--- config.mk ---
export PLATFORM = sky130hd
export DESIGN_NAME = stack_frame_engine_flat
export DESIGN_NICKNAME = d
export VERILOG_FILES = /design/src/rtl/stack_frame_engine_if.sv /design/src/rtl/stack_frame_engine.sv /design/src/flat_wrapper.sv
export SDC_FILE = /design/constraint.sdc
export NUM_CORES = 1
export LEC_CHECK = 0
export ABC_CLOCK_PERIOD_IN_PS = 2400
export BUFFER_PORTS_ARGS = -buffer_cell sky130_fd_sc_hd__buf_2
export CORE_MARGIN = 2
export CORE_UTILIZATION = 40
export CTS_CLUSTER_SIZE = 24
export DETAILED_ROUTE_END_ITERATION = 8
export PLACE_DENSITY = 0.63
export SLEW_MARGIN = 20
export SYNTH_ARGS = -nofsm -noshare
export SYNTH_HDL_FRONTEND = slang
export SYNTH_SLANG_ARGS = --single-unit
--- constraint.sdc ---
create_clock -name clk -period 2.4 [get_ports clk]
set_clock_uncertainty 0.05 [all_clocks]
set_input_delay 0.36 -clock clk [delete_from_list [all_inputs] [get_ports clk]]
set_output_delay 0.36 -clock clk [all_outputs]
set_load 0.01 [all_outputs]
--- src/rtl/stack_frame_engine_if.sv ---
// Command and data-memory bus of the stack frame engine.
// slave is the engine's view; master is the control unit / memory arbiter side.
interface stack_frame_engine_if #(
    parameter int ADDR_W = 11,
    parameter int CCR_W  = 3
);
    logic              cmd_valid;
    logic              cmd_ready;
    logic [1:0]        cmd_op;
    logic [31:0]       pc_in;
    logic [CCR_W-1:0]  ccr_in;
    logic [31:0]       pc_out;
    logic              pc_valid;
    logic [CCR_W-1:0]  ccr_out;
    logic              ccr_valid;
    logic              done;
    logic [ADDR_W-1:0] mem_addr;
    logic [15:0]       mem_wdata;
    logic              mem_we;
    logic              mem_re;
    logic [15:0]       mem_rdata;
    logic [ADDR_W-1:0] sp;
    logic              ovf_err;
    logic              unf_err;

    modport slave (
        input  cmd_valid, cmd_op, pc_in, ccr_in, mem_rdata,
        output cmd_ready, pc_out, pc_valid, ccr_out, ccr_valid, done,
               mem_addr, mem_wdata, mem_we, mem_re, sp, ovf_err, unf_err
    );

    modport master (
        output cmd_valid, cmd_op, pc_in, ccr_in, mem_rdata,
        input  cmd_ready, pc_out, pc_valid, ccr_out, ccr_valid, done,
               mem_addr, mem_wdata, mem_we, mem_re, sp, ovf_err, unf_err
    );
endinterface

--- src/rtl/stack_frame_engine.sv ---
// Pushes/pops CALL, INT, RET and RTI frames as 16-bit words on a downward-growing stack.
// Define STACK_BOUNDS_CHECK_EN for frame bounds checking and sticky ovf_err/unf_err flags.
module stack_frame_engine #(
    parameter int ADDR_W      = 11,
    parameter int SP_INIT     = 2**ADDR_W - 1,
    parameter int STACK_LIMIT = 0,
    parameter int CCR_W       = 3
) (
    input  logic                 clk,
    input  logic                 rst,
    stack_frame_engine_if.slave  bus
);
    typedef enum logic [3:0] {
        IDLE, PUSH_HI, PUSH_LO, PUSH_CCR, POP_CCR, POP_LO, POP_HI, CAP_HI, DONE
    } state_t;

    typedef enum logic [1:0] {OP_CALL = 2'b00, OP_INT = 2'b01, OP_RET = 2'b10, OP_RTI = 2'b11} op_t;

    state_t            state, next_state;
    op_t               op_q;
    logic [31:0]       pc_q, pc_out_q;
    logic [CCR_W-1:0]  ccr_q, ccr_out_q;
    logic [ADDR_W-1:0] sp_q;
    logic              exec_q;
    logic              frame_ok;

    logic              accept, cmd_ready, mem_we, mem_re, done, pc_valid, ccr_valid;
    logic [ADDR_W-1:0] mem_addr;
    logic [15:0]       mem_wdata;

    // NOTE: every output gets a default before the case so no path can infer a latch.
    always_comb begin
        next_state = state;
        accept     = 1'b0;
        cmd_ready  = 1'b0;
        mem_addr   = '0;
        mem_wdata  = '0;
        mem_we     = 1'b0;
        mem_re     = 1'b0;
        done       = 1'b0;
        pc_valid   = 1'b0;
        ccr_valid  = 1'b0;
        unique case (state)
            IDLE: begin
                cmd_ready = 1'b1;
                if (bus.cmd_valid) begin
                    accept = 1'b1;
                    if (!frame_ok)            next_state = DONE;
                    else if (!bus.cmd_op[1])  next_state = PUSH_HI;
                    else if (bus.cmd_op[0])   next_state = POP_CCR;
                    else                      next_state = POP_LO;
                end
            end
            PUSH_HI: begin
                mem_we     = 1'b1;
                mem_addr   = sp_q;
                mem_wdata  = pc_q[31:16];
                next_state = PUSH_LO;
            end
            PUSH_LO: begin
                mem_we     = 1'b1;
                mem_addr   = sp_q;
                mem_wdata  = pc_q[15:0];
                next_state = (op_q == OP_INT) ? PUSH_CCR : DONE;
            end
            PUSH_CCR: begin
                mem_we     = 1'b1;
                mem_addr   = sp_q;
                mem_wdata  = 16'(ccr_q);
                next_state = DONE;
            end
            POP_CCR: begin
                mem_re     = 1'b1;
                mem_addr   = sp_q + 1'b1;
                next_state = POP_LO;
            end
            POP_LO: begin
                mem_re     = 1'b1;
                mem_addr   = sp_q + 1'b1;
                next_state = POP_HI;
            end
            POP_HI: begin
                mem_re     = 1'b1;
                mem_addr   = sp_q + 1'b1;
                next_state = CAP_HI;
            end
            CAP_HI:  next_state = DONE;
            DONE: begin
                done       = 1'b1;
                pc_valid   = exec_q && op_q[1];
                ccr_valid  = exec_q && (op_q == OP_RTI);
                next_state = IDLE;
            end
            default: next_state = IDLE;
        endcase
    end

    // NOTE: state registers use non-blocking assignments so every flop samples pre-edge values.
    always_ff @(posedge clk) begin
        if (!rst) begin
            state     <= IDLE;
            sp_q      <= ADDR_W'(SP_INIT);
            op_q      <= OP_CALL;
            pc_q      <= '0;
            ccr_q     <= '0;
            pc_out_q  <= '0;
            ccr_out_q <= '0;
            exec_q    <= 1'b0;
        end else begin
            state <= next_state;
            if (mem_we)      sp_q <= sp_q - 1'b1;
            else if (mem_re) sp_q <= sp_q + 1'b1;
            if (accept) begin
                op_q   <= op_t'(bus.cmd_op);
                pc_q   <= bus.pc_in;
                ccr_q  <= bus.ccr_in;
                exec_q <= frame_ok;
            end
            // Read data lags its strobe by one cycle, so each half lands one state later.
            if (state == POP_LO && op_q == OP_RTI) ccr_q <= bus.mem_rdata[CCR_W-1:0];
            if (state == POP_HI) pc_q[15:0] <= bus.mem_rdata;
            if (state == CAP_HI) begin
                pc_out_q <= {bus.mem_rdata, pc_q[15:0]};
                if (op_q == OP_RTI) ccr_out_q <= ccr_q;
            end
        end
    end

`ifdef STACK_BOUNDS_CHECK_EN
    localparam int XW = ADDR_W + 2;
    logic [XW-1:0] sp_x, words;
    logic          ovf_q, unf_q;

    always_comb begin
        sp_x  = XW'(sp_q);
        words = bus.cmd_op[0] ? XW'(3) : XW'(2);
        if (bus.cmd_op[1]) frame_ok = (sp_x + words) <= XW'(SP_INIT);
        else               frame_ok = sp_x >= (XW'(STACK_LIMIT) + words - XW'(1));
    end

    always_ff @(posedge clk) begin
        if (!rst) begin
            ovf_q <= 1'b0;
            unf_q <= 1'b0;
        end else if (accept && !frame_ok) begin
            if (bus.cmd_op[1]) unf_q <= 1'b1;
            else               ovf_q <= 1'b1;
        end
    end

    assign bus.ovf_err = ovf_q;
    assign bus.unf_err = unf_q;
`else
    assign frame_ok    = 1'b1;
    assign bus.ovf_err = 1'b0;
    assign bus.unf_err = 1'b0;
`endif

    assign bus.cmd_ready = cmd_ready;
    assign bus.mem_addr  = mem_addr;
    assign bus.mem_wdata = mem_wdata;
    assign bus.mem_we    = mem_we;
    assign bus.mem_re    = mem_re;
    assign bus.done      = done;
    assign bus.pc_valid  = pc_valid;
    assign bus.ccr_valid = ccr_valid;
    assign bus.pc_out    = pc_out_q;
    assign bus.ccr_out   = ccr_out_q;
    assign bus.sp        = sp_q;
endmodule

--- src/flat_wrapper.sv ---
// flat-port wrapper written by rule: the top's interface ports become plain ports
module stack_frame_engine_flat 
#(
    parameter int ADDR_W      = 11,
    parameter int SP_INIT     = 2**ADDR_W - 1,
    parameter int STACK_LIMIT = 0,
    parameter int CCR_W       = 3
)
  (clk, rst, bus_cmd_valid, bus_cmd_op, bus_pc_in, bus_ccr_in, bus_mem_rdata, bus_cmd_ready, bus_pc_out, bus_pc_valid, bus_ccr_out, bus_ccr_valid, bus_done, bus_mem_addr, bus_mem_wdata, bus_mem_we, bus_mem_re, bus_sp, bus_ovf_err, bus_unf_err);
  stack_frame_engine_if #(.ADDR_W(ADDR_W), .CCR_W(CCR_W)) bus_i ();
  input  logic clk;
  input  logic rst;
  input wire logic [$bits(bus_i.cmd_valid)-1:0] bus_cmd_valid;
  input wire logic [$bits(bus_i.cmd_op)-1:0] bus_cmd_op;
  input wire logic [$bits(bus_i.pc_in)-1:0] bus_pc_in;
  input wire logic [$bits(bus_i.ccr_in)-1:0] bus_ccr_in;
  input wire logic [$bits(bus_i.mem_rdata)-1:0] bus_mem_rdata;
  output wire logic [$bits(bus_i.cmd_ready)-1:0] bus_cmd_ready;
  output wire logic [$bits(bus_i.pc_out)-1:0] bus_pc_out;
  output wire logic [$bits(bus_i.pc_valid)-1:0] bus_pc_valid;
  output wire logic [$bits(bus_i.ccr_out)-1:0] bus_ccr_out;
  output wire logic [$bits(bus_i.ccr_valid)-1:0] bus_ccr_valid;
  output wire logic [$bits(bus_i.done)-1:0] bus_done;
  output wire logic [$bits(bus_i.mem_addr)-1:0] bus_mem_addr;
  output wire logic [$bits(bus_i.mem_wdata)-1:0] bus_mem_wdata;
  output wire logic [$bits(bus_i.mem_we)-1:0] bus_mem_we;
  output wire logic [$bits(bus_i.mem_re)-1:0] bus_mem_re;
  output wire logic [$bits(bus_i.sp)-1:0] bus_sp;
  output wire logic [$bits(bus_i.ovf_err)-1:0] bus_ovf_err;
  output wire logic [$bits(bus_i.unf_err)-1:0] bus_unf_err;
  assign bus_i.cmd_valid = bus_cmd_valid;
  assign bus_i.cmd_op = bus_cmd_op;
  assign bus_i.pc_in = bus_pc_in;
  assign bus_i.ccr_in = bus_ccr_in;
  assign bus_i.mem_rdata = bus_mem_rdata;
  assign bus_cmd_ready = bus_i.cmd_ready;
  assign bus_pc_out = bus_i.pc_out;
  assign bus_pc_valid = bus_i.pc_valid;
  assign bus_ccr_out = bus_i.ccr_out;
  assign bus_ccr_valid = bus_i.ccr_valid;
  assign bus_done = bus_i.done;
  assign bus_mem_addr = bus_i.mem_addr;
  assign bus_mem_wdata = bus_i.mem_wdata;
  assign bus_mem_we = bus_i.mem_we;
  assign bus_mem_re = bus_i.mem_re;
  assign bus_sp = bus_i.sp;
  assign bus_ovf_err = bus_i.ovf_err;
  assign bus_unf_err = bus_i.unf_err;
  stack_frame_engine #(.ADDR_W(ADDR_W), .SP_INIT(SP_INIT), .STACK_LIMIT(STACK_LIMIT), .CCR_W(CCR_W)) u_core (.clk(clk), .rst(rst), .bus(bus_i));
endmodule
# [After elaboration in Yosys (flattened, before gate mapping)]
# Index checks and enable logic that the tools add are counted.
[word_totals] input_bits=56 out_inout_bits=81 reg_bits=88
[op_classes] eq_ne=11 n_mux=21 addsub=2 reduce_logical=11
[op_table] op="case mux 16 bit (3 select lines)" n=1
[op_table] op="2-to-1 mux 16 bit" n=2
[op_table] op="case mux 4 bit (7 select lines)" n=1
[op_table] op="2-to-1 mux 11 bit" n=2
[op_table] op="case mux 11 bit (2 select lines)" n=1
[op_table] op="== test 4 x 3 -> 1 bit, second input constant" n=4
[op_table] op="2-to-1 mux 4 bit" n=3
[op_table] op="adder 11 x 1 -> 11 bit, second input constant" n=1
[op_table] op="subtractor 11 x 1 -> 11 bit, second input constant" n=1
[op_table] op="2-to-1 mux 1 bit" n=9
[op_table] op="== test 4 x 2 -> 1 bit, second input constant" n=2
[op_table] op="2-to-1 mux 3 bit" n=2
[op_table] op="nonzero test 2 bit" n=3
[op_table] op="OR reduction 3 bit" n=2
[op_table] op="== test 4 x 1 -> 1 bit, second input constant" n=1
[op_table] op="== test 4 bit, second input constant" n=1
[op_table] op="zero test 4 bit" n=1
[op_table] op="logical AND 1 bit" n=3
[op_table] op="== test 2 x 1 -> 1 bit, second input constant" n=1
[op_table] op="== test 2 bit, second input constant" n=1
[op_table] op="!= test 2 bit, second input constant" n=1
[op_table] op="AND reduction 2 bit" n=1
[op_table] op="OR reduction 2 bit" n=1

# [Longest topological paths before layout]
[logic_depth] ltp_word=5 ltp_mapped=8 ltp_nobuf=6

# [Least setup slack after synthesis]
# Ideal clock, no wire load.
[synth_path] kind="reg-to-output" startpoint="register u_core.sp_q[0] (netlist: u_core.bus.sp[0])" endpoint="output bus_mem_addr[8]" arrival_ns=1.668 path_stages_with_launch=7 path_buffers=1 setup_slack_ns=0.322 cell_sequence="dfxtp_1 -> ha_1 -> and4_1 -> clkbuf_1 -> and4_2 -> nand2_1 -> o21ai_0"
[synth_via] elab_chain_len=2
[synth_lines] element="start: declaration" line_no="stack_frame_engine.sv:23" rtl="logic [ADDR_W-1:0] sp_q;"
[synth_lines] element="start signal: assignment" line_no="stack_frame_engine.sv:102" rtl="sp_q <= ADDR_W'(SP_INIT);"
[synth_lines] element="start signal: assignment" line_no="stack_frame_engine.sv:111" rtl="if (mem_we) sp_q <= sp_q - 1'b1;"
[synth_lines] element="start signal: assignment" line_no="stack_frame_engine.sv:112" rtl="else if (mem_re) sp_q <= sp_q + 1'b1;"
[synth_lines] element="adder 11 x 1 -> 11 bit" line_no="stack_frame_engine.sv:74, stack_frame_engine.sv:79, stack_frame_engine.sv:84"
[synth_lines] element="case mux 11 bit (2 select lines)" line_no="stack_frame_engine.sv:43" rtl="unique case (state)"
[synth_lines] element="end: declaration" line_no="flat_wrapper.sv:24" rtl="output wire logic [$bits(bus_i.mem_addr)-1:0] bus_mem_addr;"
# No other way between the ends.

# [Worst setup path after layout]
[layout_path] startpoint="register u_core.sp_q[1] (netlist: u_core.bus.sp[1])" endpoint="output bus_mem_addr[8]"
# The elaborated chain is that of the path after synthesis.

==> results.yml <==
outcome:
  status: "complete, no violations"
placed_design:
  dp_slack_ps: 111.9
  gp_congestion: 0.8664
  dp_hpwl_microns: 8817
  numPlacedInstances: 764
  io_buffers: 134
clock_tree:
  cts_buffers: 9
  path_clk_slew_ps: 100
  cts_buffer_depth: 2
  cts_tree: "done"
  clock-root-buffer: "clkbuf_8"
  htreeDepth: 3
  clock-sinks: 88
  insertion_delay_ps: 350
synth:
  ys_seq_area_frac: 0.4202
  syn_inst: 516
  synth_enable_flop_cells: 0
  ys.warnings.count: 0
  syn_area_sq_um: 4193
  syn_avg_cell_area_sq_um: 8.126
  ys_types: 51
  synth_flop_cell: "dfxtp_1"
  ys_ff_latch: 88
  ys_async_sr_fraction: 0
sta:
  rsz0062_at_grt: "no"
  worst_pin_slew_ps: 669.7
  finalMaxSlewViolations: 0
  whs_ps: 180.5
  finalHoldViolCount: 0
  period_share: 0.9666
  fin_ws_ps: 80.18
  timing.fmax_ghz: 0.4311
  setup_tns_ps: 0
  finalSetupViolCount: 0
  final.min_clock_period_ps: 2320
  relSlewSlack: 0.5535
power:
  leakagePower_nw: 2.228
  power.density_nw_per_um2: 816.6
  peakVddDrop_uv: 299.6
floorplan:
  coreArea_sq_um: 10230
  fp.dieArea_sq_um: 11320
  num_rows: 37
  ioPinCount: 137
  fp.dieH_microns: 106.4
  die_width_microns: 106.4
  start_util: 0.4098
drt:
  ant_nets: 0
  drc: 0
  drt_wl_total_microns: 12060
  firstDrtPassIters: 4
  viasPerCell: 5.292
  dr_total_vias: 4144
  drt-initial-drc-count: 234
  wl_per_cell_microns: 15.40
layout:
  areaGrowthSynthToFinish_pct: 24.50
  n_fill_cell: 1018
  antennaDiodeCount: 0
  nNetsFinal: 700
  drive_gt1_frac: 0.3168
  final_cells: 783
critical_path:
  cp_top_family: "simple AND/OR/NAND/NOR gates"
  worstPathRequired_ps: 1990
  crit_path_start_kind: "flip-flop"
  crit_type: "flip-flop to primary output"
  path_max_fanout: 8
  max_stage_delay_ps: 400
  rr_startpoint: "u_core.state[0]"
  crit_path_start: "u_core.bus.sp[1]"
  worstPathBufferInverterCount: 1
  crit_slowest_cell: "dfxtp_2"
  crit_path_frequent_cell: "o21ai_0"
  endpoint_kind: "primary output"
  worstPathCellList: "ha_2 > and4_4 > and4_2 > o21ai_0 > nand2_1 > o21ai_0 > buf_2"
  critical_path_arrival_ps: 1910
global_routing:
  grt_max_degree: 40
  grt_pass1_vias: 3899
  grt_usage: 0.2113
  antenna_found_initial: 0
  grt_pass1_wl_microns: 19090
  grt.overflow.total: 0
worst_hold_path:
  hold_start: "bus_pc_in[21]"
  holdCritPathClass: "primary input to flip-flop"
flow_run:
  drv_cap: 0
[sequential cells by signal, indices dropped and copies added, names as in the netlist]
name                count
u_core.bus.sp          11
u_core.pc_q            32
u_core.ccr_q            3
u_core.bus.ccr_out      3
u_core.op_q             2
u_core.bus.pc_out      32
u_core.exec_q           1
u_core.state            4
[power breakdown]
group / leakage (nW) / internal [W] / switching [W] / total (W)
combinational: 1.40 / 0.000573 / 0.000768 / 0.00134
sequential: 0.718 / 0.00163 / 0.000231 / 0.00186
clock: 0.107 / 0.000496 / 0.000569 / 0.00107
total: 2.23 / 0.00270 / 0.00157 / 0.00426
[placed cells by master, fill, tap and decap left out, drive strengths merged, types with 7 or more instances in the layout]
master,synthesis,layout
a21boi,50,50
nor2,54,54
clkbuf,15,9
o221ai,19,19
nand3,10,10
o21ai,19,19
dfxtp,88,88
inv,6,7
a21oi,12,12
buf,26,155
nand2,128,128
nand4,7,7
a22o,13,13
[path summary, 6_finish.rpt]
| kind | cells past startpoint | endpoint | slack [ps] |
|---|---|---|---|
| min reg2reg | 2 | u_core.pc_q[24] | 410 |
| max | 7 | bus_mem_addr[8] | 80 |
| min | 3 | u_core.pc_q[21] | 180 |
| max reg2reg | 5 | u_core.bus.sp[10] | 460 |
[timing repair]
action | 4_1_cts | 5_1_grt
setup endpoints to repair | 21 | 21
gates resized for setup | 7 | 20
buffers inserted | 0 | 3
hold buffers | 0 | 0
[logic make-up after synthesis]
logic type / share of synthesized area
buffers and inverters: 0.06147
adders and majority gates: 0.005967
DFF: 0.4202
and+or+nand+nor: 0.2504
muxes: 0.01790
xor gates and xnor gates: 0.02089
AOI/OAI and AO/OA: 0.2223
other: 0.0008944
[tightest hold or removal path, delay by kind of cell]
kind	cells	cell delay [ps]
AOI/OAI and AO/OA	1	50
buffers and inverters	1	90
and+or+nand+nor	1	40
[per-layer routing]
layer,vias to the layer above,wire (microns),global-route usage
met3,21,778,0.03863
li1,2025,-,-
met4,0,242,0.07707
met2,153,5714,0.3494
met5,-,0,0
met1,1945,5326,0.2748
[through the flow]
step	util	instance area, sq um	total power, W
after floorplan	-	4197	0.002764
after global placement	0.4826	4937	0.003132
after detailed placement	0.4826	4937	0.003159
after CTS	0.5036	5152	0.004231
after global routing	0.5102	5220	0.004540
final	0.5102	5220	0.004263
[cells in the mapped netlist, drive strengths merged (5+ instances only)]
library cell / number / share of area
nand2: 128 / 0.11
dfxtp: 88 / 0.42
nor2: 54 / 0.049
a21boi: 50 / 0.090
buf: 26 / 0.042
o21ai: 19 / 0.023
o221ai: 19 / 0.040
clkbuf: 15 / 0.014
a22o: 13 / 0.027
a21oi: 12 / 0.015
nand3: 10 / 0.013
nand4: 7 / 0.010
inv: 6 / 0.0054
nor2b: 5 / 0.0075
or3: 5 / 0.0078
xnor2: 5 / 0.010
xor2: 5 / 0.010
[cell type report]
cell class | instances | area (sq um) | area share
repair buffers | 155 | 832.0 | 0.1594
multi-input cells | 382 | 2206 | 0.4226
well taps | 136 | 170.2 | 0.03260
clock inverters | 7 | 80.08 | 0.01534
clock buffers | 9 | 123.9 | 0.02373
inverters | 6 | 28.78 | 0.005513
flip-flops and latches | 88 | 1779 | 0.3408
No activity file was read; power rests on OpenSTA's default activity.
